`config.mk`:
```
export PLATFORM = sky130hd
export DESIGN_NAME = clk_div_prog_flat
export DESIGN_NICKNAME = d
export VERILOG_FILES = /design/src/rtl/clk_div_prog_if.sv /design/src/rtl/clk_div_prog.sv /design/src/flat_wrapper.sv
export SDC_FILE = /design/constraint.sdc
export NUM_CORES = 1
export LEC_CHECK = 0
export CAP_MARGIN = 0
export CORE_MARGIN = 4
export CORE_UTILIZATION = 25
export CTS_BUF_LIST = sky130_fd_sc_hd__clkbuf_4 sky130_fd_sc_hd__clkbuf_8
export CTS_CLUSTER_DIAMETER = 100
export DETAILED_ROUTE_END_ITERATION = 7
export GPL_TIMING_DRIVEN = 0
export HOLD_SLACK_MARGIN = 0.06
export PLACE_DENSITY_LB_ADDON = 0.25
export SETUP_SLACK_MARGIN = 0.02
export SLEW_MARGIN = 10
export SYNTH_ARGS = -nofsm -noshare
export SYNTH_HDL_FRONTEND = slang
export SYNTH_SLANG_ARGS = --single-unit
```
`constraint.sdc`:
```
create_clock -name clk -period 4.4 [get_ports clk]
set_input_delay 0.66 -clock clk [delete_from_list [all_inputs] [get_ports clk]]
set_output_delay 0.66 -clock clk [all_outputs]
set_load 0.01 [all_outputs]
```
`src/rtl/clk_div_prog_if.sv`:
```
`default_nettype none
// ---------------------------------------------------------------------------
// clk_div_prog_if : control/status bundle for the programmable clock divider
// Revision 1.0
// ---------------------------------------------------------------------------
interface clk_div_prog_if #(
  parameter int CNT_W = 16
);
  logic             en;
  logic [CNT_W-1:0] div_val;
  logic             div_load;
  logic             div_ack;
  logic             div_err;
  logic             clk_out;
  logic             tick;
  logic             busy;

  modport master (
    output en, div_val, div_load,
    input  div_ack, div_err, clk_out, tick, busy
  );

  modport slave (
    input  en, div_val, div_load,
    output div_ack, div_err, clk_out, tick, busy
  );
endinterface
`default_nettype wire

```
`src/rtl/clk_div_prog.sv`:
```
`default_nettype none
// ---------------------------------------------------------------------------
// clk_div_prog : programmable divided clock + rising-edge tick, glitch-free reload
// Revision 1.0
// ---------------------------------------------------------------------------
module clk_div_prog #(
  parameter int CNT_W       = 16,
  parameter int DEFAULT_DIV = 4
) (
  input  logic                 clk,
  input  logic                 rst,
  clk_div_prog_if.slave        bus
);

  localparam logic [1:0]       C_IDLE     = 2'd0;
  localparam logic [1:0]       C_RUN      = 2'd1;
  localparam logic [1:0]       C_STOPPING = 2'd2;
  localparam logic [CNT_W-1:0] C_ONE      = CNT_W'(1);
  localparam logic [CNT_W-1:0] C_TWO      = CNT_W'(2);
  localparam logic [CNT_W-1:0] C_DEF_DIV  = CNT_W'(DEFAULT_DIV);

  logic [1:0]       r_state;
  logic [CNT_W-1:0] r_cnt;
  logic [CNT_W-1:0] r_div_cur;
  logic [CNT_W-1:0] r_pend_val;
  logic             r_pend;
  logic             r_clk_out;
  logic             r_tick;
  logic             r_ack;
  logic             r_err;

  logic             w_running;
  logic             w_boundary;
  logic             w_apply;
  logic             w_load_ok;
  logic [CNT_W-1:0] w_cnt_inc;
  logic [CNT_W-1:0] w_hi;

  assign w_running  = (r_state != C_IDLE);
  assign w_boundary = w_running && (r_cnt == (r_div_cur - C_ONE));
  // A pending divisor only takes effect where a new period starts (or while idle).
  assign w_apply    = r_pend && (!w_running || w_boundary);
  assign w_load_ok  = bus.div_load && (bus.div_val >= C_TWO);
  assign w_cnt_inc  = r_cnt + C_ONE;
  assign w_hi       = r_div_cur - (r_div_cur >> 1);

  always_ff @(posedge clk) begin
    if (rst) begin
      r_state    <= C_IDLE;
      r_cnt      <= '0;
      r_div_cur  <= C_DEF_DIV;
      r_pend_val <= '0;
      r_pend     <= 1'b0;
      r_clk_out  <= 1'b0;
      r_tick     <= 1'b0;
      r_ack      <= 1'b0;
      r_err      <= 1'b0;
    end else begin
      r_tick <= 1'b0;
      r_ack  <= w_apply;
      r_err  <= bus.div_load && !w_load_ok;

      if (w_apply) begin
        r_div_cur <= r_pend_val;
        r_pend    <= 1'b0;
      end
      // A load landing on the apply cycle re-arms pend for the following boundary.
      if (w_load_ok) begin
        r_pend     <= 1'b1;
        r_pend_val <= bus.div_val;
      end

      case (r_state)
        C_IDLE: begin
          r_cnt     <= '0;
          r_clk_out <= 1'b0;
          if (bus.en) begin
            r_state   <= C_RUN;
            r_clk_out <= 1'b1;
            r_tick    <= 1'b1;
          end
        end
        default: begin
          if (w_boundary) begin
            r_cnt <= '0;
            if (bus.en) begin
              r_state   <= C_RUN;
              r_clk_out <= 1'b1;
              r_tick    <= 1'b1;
            end else begin
              r_state   <= C_IDLE;
              r_clk_out <= 1'b0;
            end
          end else begin
            r_cnt     <= w_cnt_inc;
            r_clk_out <= (w_cnt_inc < w_hi);
            r_state   <= bus.en ? C_RUN : C_STOPPING;
          end
        end
      endcase
    end
  end

  assign bus.clk_out = r_clk_out;
  assign bus.tick    = r_tick;
  assign bus.div_ack = r_ack;
  assign bus.div_err = r_err;
  assign bus.busy    = w_running;

endmodule
`default_nettype wire

```
`src/flat_wrapper.sv`:
```
// flat-port wrapper written by rule: the top's interface ports become plain ports
module clk_div_prog_flat 
#(
  parameter int CNT_W       = 16,
  parameter int DEFAULT_DIV = 4
)
  (clk, rst, bus_en, bus_div_val, bus_div_load, bus_div_ack, bus_div_err, bus_clk_out, bus_tick, bus_busy);
  clk_div_prog_if #(.CNT_W(CNT_W)) bus_i ();
  input  logic clk;
  input  logic rst;
  input wire logic [$bits(bus_i.en)-1:0] bus_en;
  input wire logic [$bits(bus_i.div_val)-1:0] bus_div_val;
  input wire logic [$bits(bus_i.div_load)-1:0] bus_div_load;
  output wire logic [$bits(bus_i.div_ack)-1:0] bus_div_ack;
  output wire logic [$bits(bus_i.div_err)-1:0] bus_div_err;
  output wire logic [$bits(bus_i.clk_out)-1:0] bus_clk_out;
  output wire logic [$bits(bus_i.tick)-1:0] bus_tick;
  output wire logic [$bits(bus_i.busy)-1:0] bus_busy;
  assign bus_i.en = bus_en;
  assign bus_i.div_val = bus_div_val;
  assign bus_i.div_load = bus_div_load;
  assign bus_div_ack = bus_i.div_ack;
  assign bus_div_err = bus_i.div_err;
  assign bus_clk_out = bus_i.clk_out;
  assign bus_tick = bus_i.tick;
  assign bus_busy = bus_i.busy;
  clk_div_prog #(.CNT_W(CNT_W), .DEFAULT_DIV(DEFAULT_DIV)) u_core (.clk(clk), .rst(rst), .bus(bus_i));
endmodule
```
Word level (Yosys, flattened, before mapping)
Index checks and enable logic that the tools add are counted.
Storage, ports and cells
  input port bits: 20
  logic and storage cells: 39
  register bits: 55
  output and inout port bits: 5
Cells by class
  reductions and logical operators: 11
  equal/unequal tests: 2
  muxes and demuxes: 12
  add/sub/neg operators: 3
  $lt $le $gt $ge: 2
Operators by type and width (count)
  $add 16x1->16 const B: 1
  $eq 16x16->1: 1
  $ge 16x2->1 const B: 1
  $lt 16x16->1: 1
  $sub 16x1->16 const B: 1
  $sub 16x15->16: 1
  $mux 1: 8
  $mux 2: 4
  $logic_and 1x1->1: 4
  $reduce_bool 2->1: 2
  $reduce_or 3->1: 1
  $logic_not 1->1: 2
  $logic_not 2->1: 1
  $ne 2x2->1 const B: 1
  $logic_or 1x1->1: 1

Longest topological paths before layout
  depth after elaboration: 7
  depth in mapped cells: 18
  gate-level depth less buffers: 18

Worst setup path before layout
OpenSTA, ideal clock, no wires.
  kind: register -> register
  start point: register u_core.r_div_cur[7]
  end point: register u_core.r_clk_out, in the netlist u_core.bus.clk_out
  arrival: 3015 ps
  period minus slack after synthesis: 3089 ps
  cell stages (with the launch flop): 15
  path slack: 1311 ps
  data required time: 4326 ps
  cells stage by stage: dfxtp_1 > inv_1 > ha_1 > or3b_2 > a31oi_1 > nor4_1 > a21oi_1 > a221o_1 > xnor2_1 > ha_1 > a21o_1 > a21o_1 > a211oi_1 > o21ai_0 > o21ai_0
On the way
  longest elaborated chain between the ends: 5
  elaborated cells between the ends (all ways): 7
  those cells by class: add/sub: 2; order compare: 1; eq/ne: 1; mux: 2; reduce/logical: 1
RTL lines
  start, declared: RTL line clk_div_prog.sv:24  | logic [CNT_W-1:0] r_div_cur;
  start signal, assigned: RTL line clk_div_prog.sv:64  | r_div_cur <= r_pend_val;
  branches (longest 3 deep; another with $sub 16x15->16)
  $mux 1 (*): RTL line clk_div_prog.sv:84  | if (w_boundary) begin
  $mux 1 (*): RTL line clk_div_prog.sv:73  | case (r_state)
  end signal, assigned: RTL line clk_div_prog.sv:96  | r_clk_out <= (w_cnt_inc < w_hi);
  end, declared: RTL line clk_div_prog.sv:27  | logic r_clk_out;
Every way passes the cells marked *.
A chain may end at the register's enable or synchronous reset.

Final worst setup path
  start point: register u_core.r_div_cur[4]
  end point: register u_core.r_clk_out, in the netlist u_core.bus.clk_out
The elaborated chain is that of the path after synthesis.

==> run summary <==
The number of buffers and inverters on the critical path came out at 1. Summing all multi-input logic gate instances after layout gives 2440 um2. The tools report the I/O pin count as 25.

The worst setup path is of the register to register kind. Path type of the worst min-delay path: register to register. The number of H-tree levels came out at 2. Leaving out fill and tap cells, the most frequent cells in the layout are sky130_fd_sc_hd__dfxtp_1 (55), sky130_fd_sc_hd__ha_1 (47), sky130_fd_sc_hd__inv_1 (34). The longest clock path from root to sink contains 2 buffers. The worst register-to-register path begins at u_core.r_div_cur[4]$_SDFFE_PP0P_. Dividing the synthesized area by the synthesized cell count gives 8.84 um2. The most common cell after layout, fill and taps aside was sky130_fd_sc_hd__dfxtp_1. The worst max-slew margin expressed relative to the limit is 65.0%, and the design area is 4280 um2. For the sequential standard cell area, the log shows 1100 um2. Number of clock buffers inserted by TritonCTS: 5.

The final-layout fill cell count was 1551; the net count of the finished layout was 520. Using the TritonRoute via totals, the vias-per-cell ratio works out to 4.57. The routed wire length per instance was 13.6 um; the final-report setup violation count was 0.

For the placed wire-length estimate, the log shows 7060 um. The analysis attributes to cell leakage a power of 1.76 nW. Counting flops and latches in the post-synthesis netlist gives 55. After detailed routing, the number of remaining DRC violations is 0. The tools report the sort of element at the end of the critical path as a register. For the number of antenna diodes, the log shows 0. The placer's final routability congestion estimate is 0.778, and the number of synthesis warnings is 0. Total power for the finished layout comes to 1.13 mW. The layout cell share with drive strength beyond 1 came out at 4.42%. Along the worst path, the maximum fanout reaches 4. For the die area, the log shows 16900 um2. For the final database, setup skew stands at 14.7 ps. Max-cap violations in this run came to 0. Along the worst hold path, the cell count comes to 2.

Compared with the post-synthesis result, the final layout area differs by 15.0%. The first global-routing pass estimated 14200 um of wire. Synthesis produced 421 cells. The die is 130 um tall. The count of buffers inserted at the top-level ports works out to 24.

The number of nets in the synthesized netlist is 489. In this run the core area contains 44 standard-cell rows. The detail route stage leaves a number of antenna-violating nets equal to 0.

The floorplan step defined a core boundary enclosing 14600 um2. Tracing the worst setup path back leads to its startpoint at u_core.r_div_cur[4]$_SDFFE_PP0P_. Buffers inserted to repair hold after CTS numbered 0. The slew of the pin with the lowest slew margin was 519 ps. The sequential-to-total area share from yosys stat came out at 29.6%. The worst-case IR drop observed on VDD is 0.106 mV. The via count of the routed design was 2908; the number of synthesized flops with an enable pin was 0. CTS placed an instance of sky130_fd_sc_hd__clkbuf_8 at the clock tree root.

After clock tree synthesis, the clock-pin slew on the worst setup and hold paths is 110 ps. After routing, the total negative slack on setup checks comes to 0 ps. Traced cell by cell, the critical path runs through inv_1 > ha_1 > nand2b_1 > a21oi_1 > o31ai_1 > a21oi_1 > a221o_1 > o311ai_0 > ha_1 > nand4_1 > nor2_1 > a211oi_1 > o21ai_0 > o21ai_0. The worst path uses 87.0% of the clock period. The required time of the critical path is 4650 ps.

The capture point of the worst reg-to-reg path is u_core.bus.clk_out$_SDFF_PP0_. The slowest stage of the critical path is the sky130_fd_sc_hd__o311ai_0 cell. The longest individual stage delay on the worst path was 490 ps; the clock latency on the worst-skew pair was 320 ps. After synthesis, the share of flip-flops with an asynchronous set or reset is 0%.

The number of antenna violations at the first check in global routing came out at 0. Global routing used 10.6% of the available tracks across all layers. The register-to-register setup slack was 570 ps; the ratio of total power to cell area was 264 nW/um2. Startpoint kind of the worst setup timing path: a register.

Based on the critical path, the design can be clocked at up to 261 MHz. The commonest register cell after synthesis was sky130_fd_sc_hd__dfxtp_1. The startpoint identified for the worst hold timing path is u_core.r_pend_val[8]$_SDFFE_PP0P_. Entering global routing, the biggest net connects 18 pins. The logs give 0 for the count of endpoints failing hold in the final timing report and 5 for the first-pass iteration count of the detailed router. The tools report the starting density of the core as 25.5%. The floorplan step set the die width to 130 um. The count of cell instances traversed by the critical path was 14; the data arrival time of the worst path was 4080 ps.

Setup repair after global routing left no endpoint under its margin. In this run, post-CTS repair resized a total of 0 instances. TritonCTS built the clock tree. Clock period minus worst slack: 3830 ps. The number of DRC markers after the initial detailed-route iteration was 158; the number of sinks handled by clock tree synthesis was 55.

The path with the worst hold slack has its endpoint at u_core.r_pend_val[8]$_SDFFE_PP0P_. In this run, distinct cell masters in the synthesized netlist total 56. After global routing the overflow that remains totals 0. Dominant delay contributor by cell family on the critical path: compound AO/OA/AOI/OAI gates. The run finished with clean final reports. The number of post-CTS setup repair buffers was 0. For the worst flop-to-flop path, the logic depth is 14. Total wire length: 8630 um. Once placement finished, the instance area stood at 4190 um2.

The run gives 0 as the max-slew violation count. The logs give 3720 um2 for the combined area of all synthesized cells and 2925 for the via count of the first global-routing pass.
power by group:
| group | internal (mW) | total [mW] | switching [mW] |
|---|---|---|---|
| logic | 0.143 | 0.305 | 0.162 |
| clock network | 0.113 | 0.295 | 0.183 |
| registers | 0.515 | 0.529 | 0.0139 |
tightest hold or removal path, delay by kind of cell, from the launching register on:
kind | cells | cell delay, ps
and+or+nand+nor | 1 | 50
DFF | 1 | 320
AOI/OAI and AO/OA | 1 | 50
worst max path at each step:
stage | endpoint | slack, ps
after floorplan | u_core.bus.clk_out$_SDFF_PP0_ | 1310
after global placement | u_core.bus.clk_out$_SDFF_PP0_ | 540
after detailed placement | u_core.bus.clk_out$_SDFF_PP0_ | 560
after CTS | u_core.bus.clk_out$_SDFF_PP0_ | 540
after global routing | u_core.bus.clk_out$_SDFF_PP0_ | 160
final | u_core.bus.clk_out$_SDFF_PP0_ | 570
synthesized netlist by cell type, drive strengths merged, types with 3 or more instances:
cell type	instances	area share, %
ha	47	16
buf	4	1.0
dfxtp	55	30
xor2	18	4.2
a21oi	20	2.7
nor2	31	3.1
o21bai	3	0.60
nor2b	12	2.0
nor4	10	1.7
or3	5	0.84
inv	34	3.4
o21ai	7	1.2
nand4	7	1.2
a21o	5	1.0
nand2b	6	1.0
a2111oi	3	0.87
nor3	4	0.54
and3	6	1.0
nand2	30	3.0
nand3	15	2.0
mux2i	7	1.9
and2b	5	1.0
xnor2	33	7.8
a31oi	4	0.67
clkbuf	5	0.50
a22o	15	3.5
per-layer routing:
metal,track usage (%),wire length (um)
met1,15.2,4560
met2,16.8,3730
met3,2.17,287
met4,1.47,46
met5,0,0
kinds of logic (layout without fill, tap and decap cells):
| logic type | after synthesis | count (layout) | synth area share (%) |
|---|---|---|---|
| simple gates | 140 | 140 | 19.4 |
| compound gates | 75 | 75 | 15.0 |
| flops | 55 | 55 | 29.6 |
| xor+xnor | 52 | 52 | 12.6 |
| fa+ha+maj | 48 | 48 | 16.3 |
| buf+inv | 43 | 74 | 4.97 |
| mux | 8 | 8 | 2.18 |
state kept, by name, summed over array words and instances (netlist names):
name                count
u_core.r_cnt           16
u_core.r_div_cur       16
u_core.r_pend_val      16
u_core.r_state          2
u_core.bus.clk_out      1
u_core.bus.div_ack      1
u_core.bus.div_err      1
u_core.bus.tick         1
u_core.r_pend           1
per-stage QoR:
| step | setup slack, ps | utilization, % | cells | hold slack [ps] |
|---|---|---|---|---|
| floorplan | 1310 | - | 421 | 436 |
| global placement | 538 | 28.7 | 629 | 452 |
| detailed placement | 558 | 28.7 | 629 | 452 |
| CTS | 539 | 29.3 | 636 | 466 |
| global route | 160 | 29.3 | 636 | 495 |
| finish | 570 | 29.3 | 636 | 462 |
area by class of cell:
type / instances / area share, %
plain buffers: 9 / 1.34
repair buffers: 24 / 5.61
flip-flops and latches: 55 / 25.7
inverters: 34 / 2.98
well taps: 184 / 5.38
clock inverters: 2 / 0.409
clock buffers: 5 / 1.61
multi-input cells: 323 / 56.9
(Power assumes the default switching activity.)
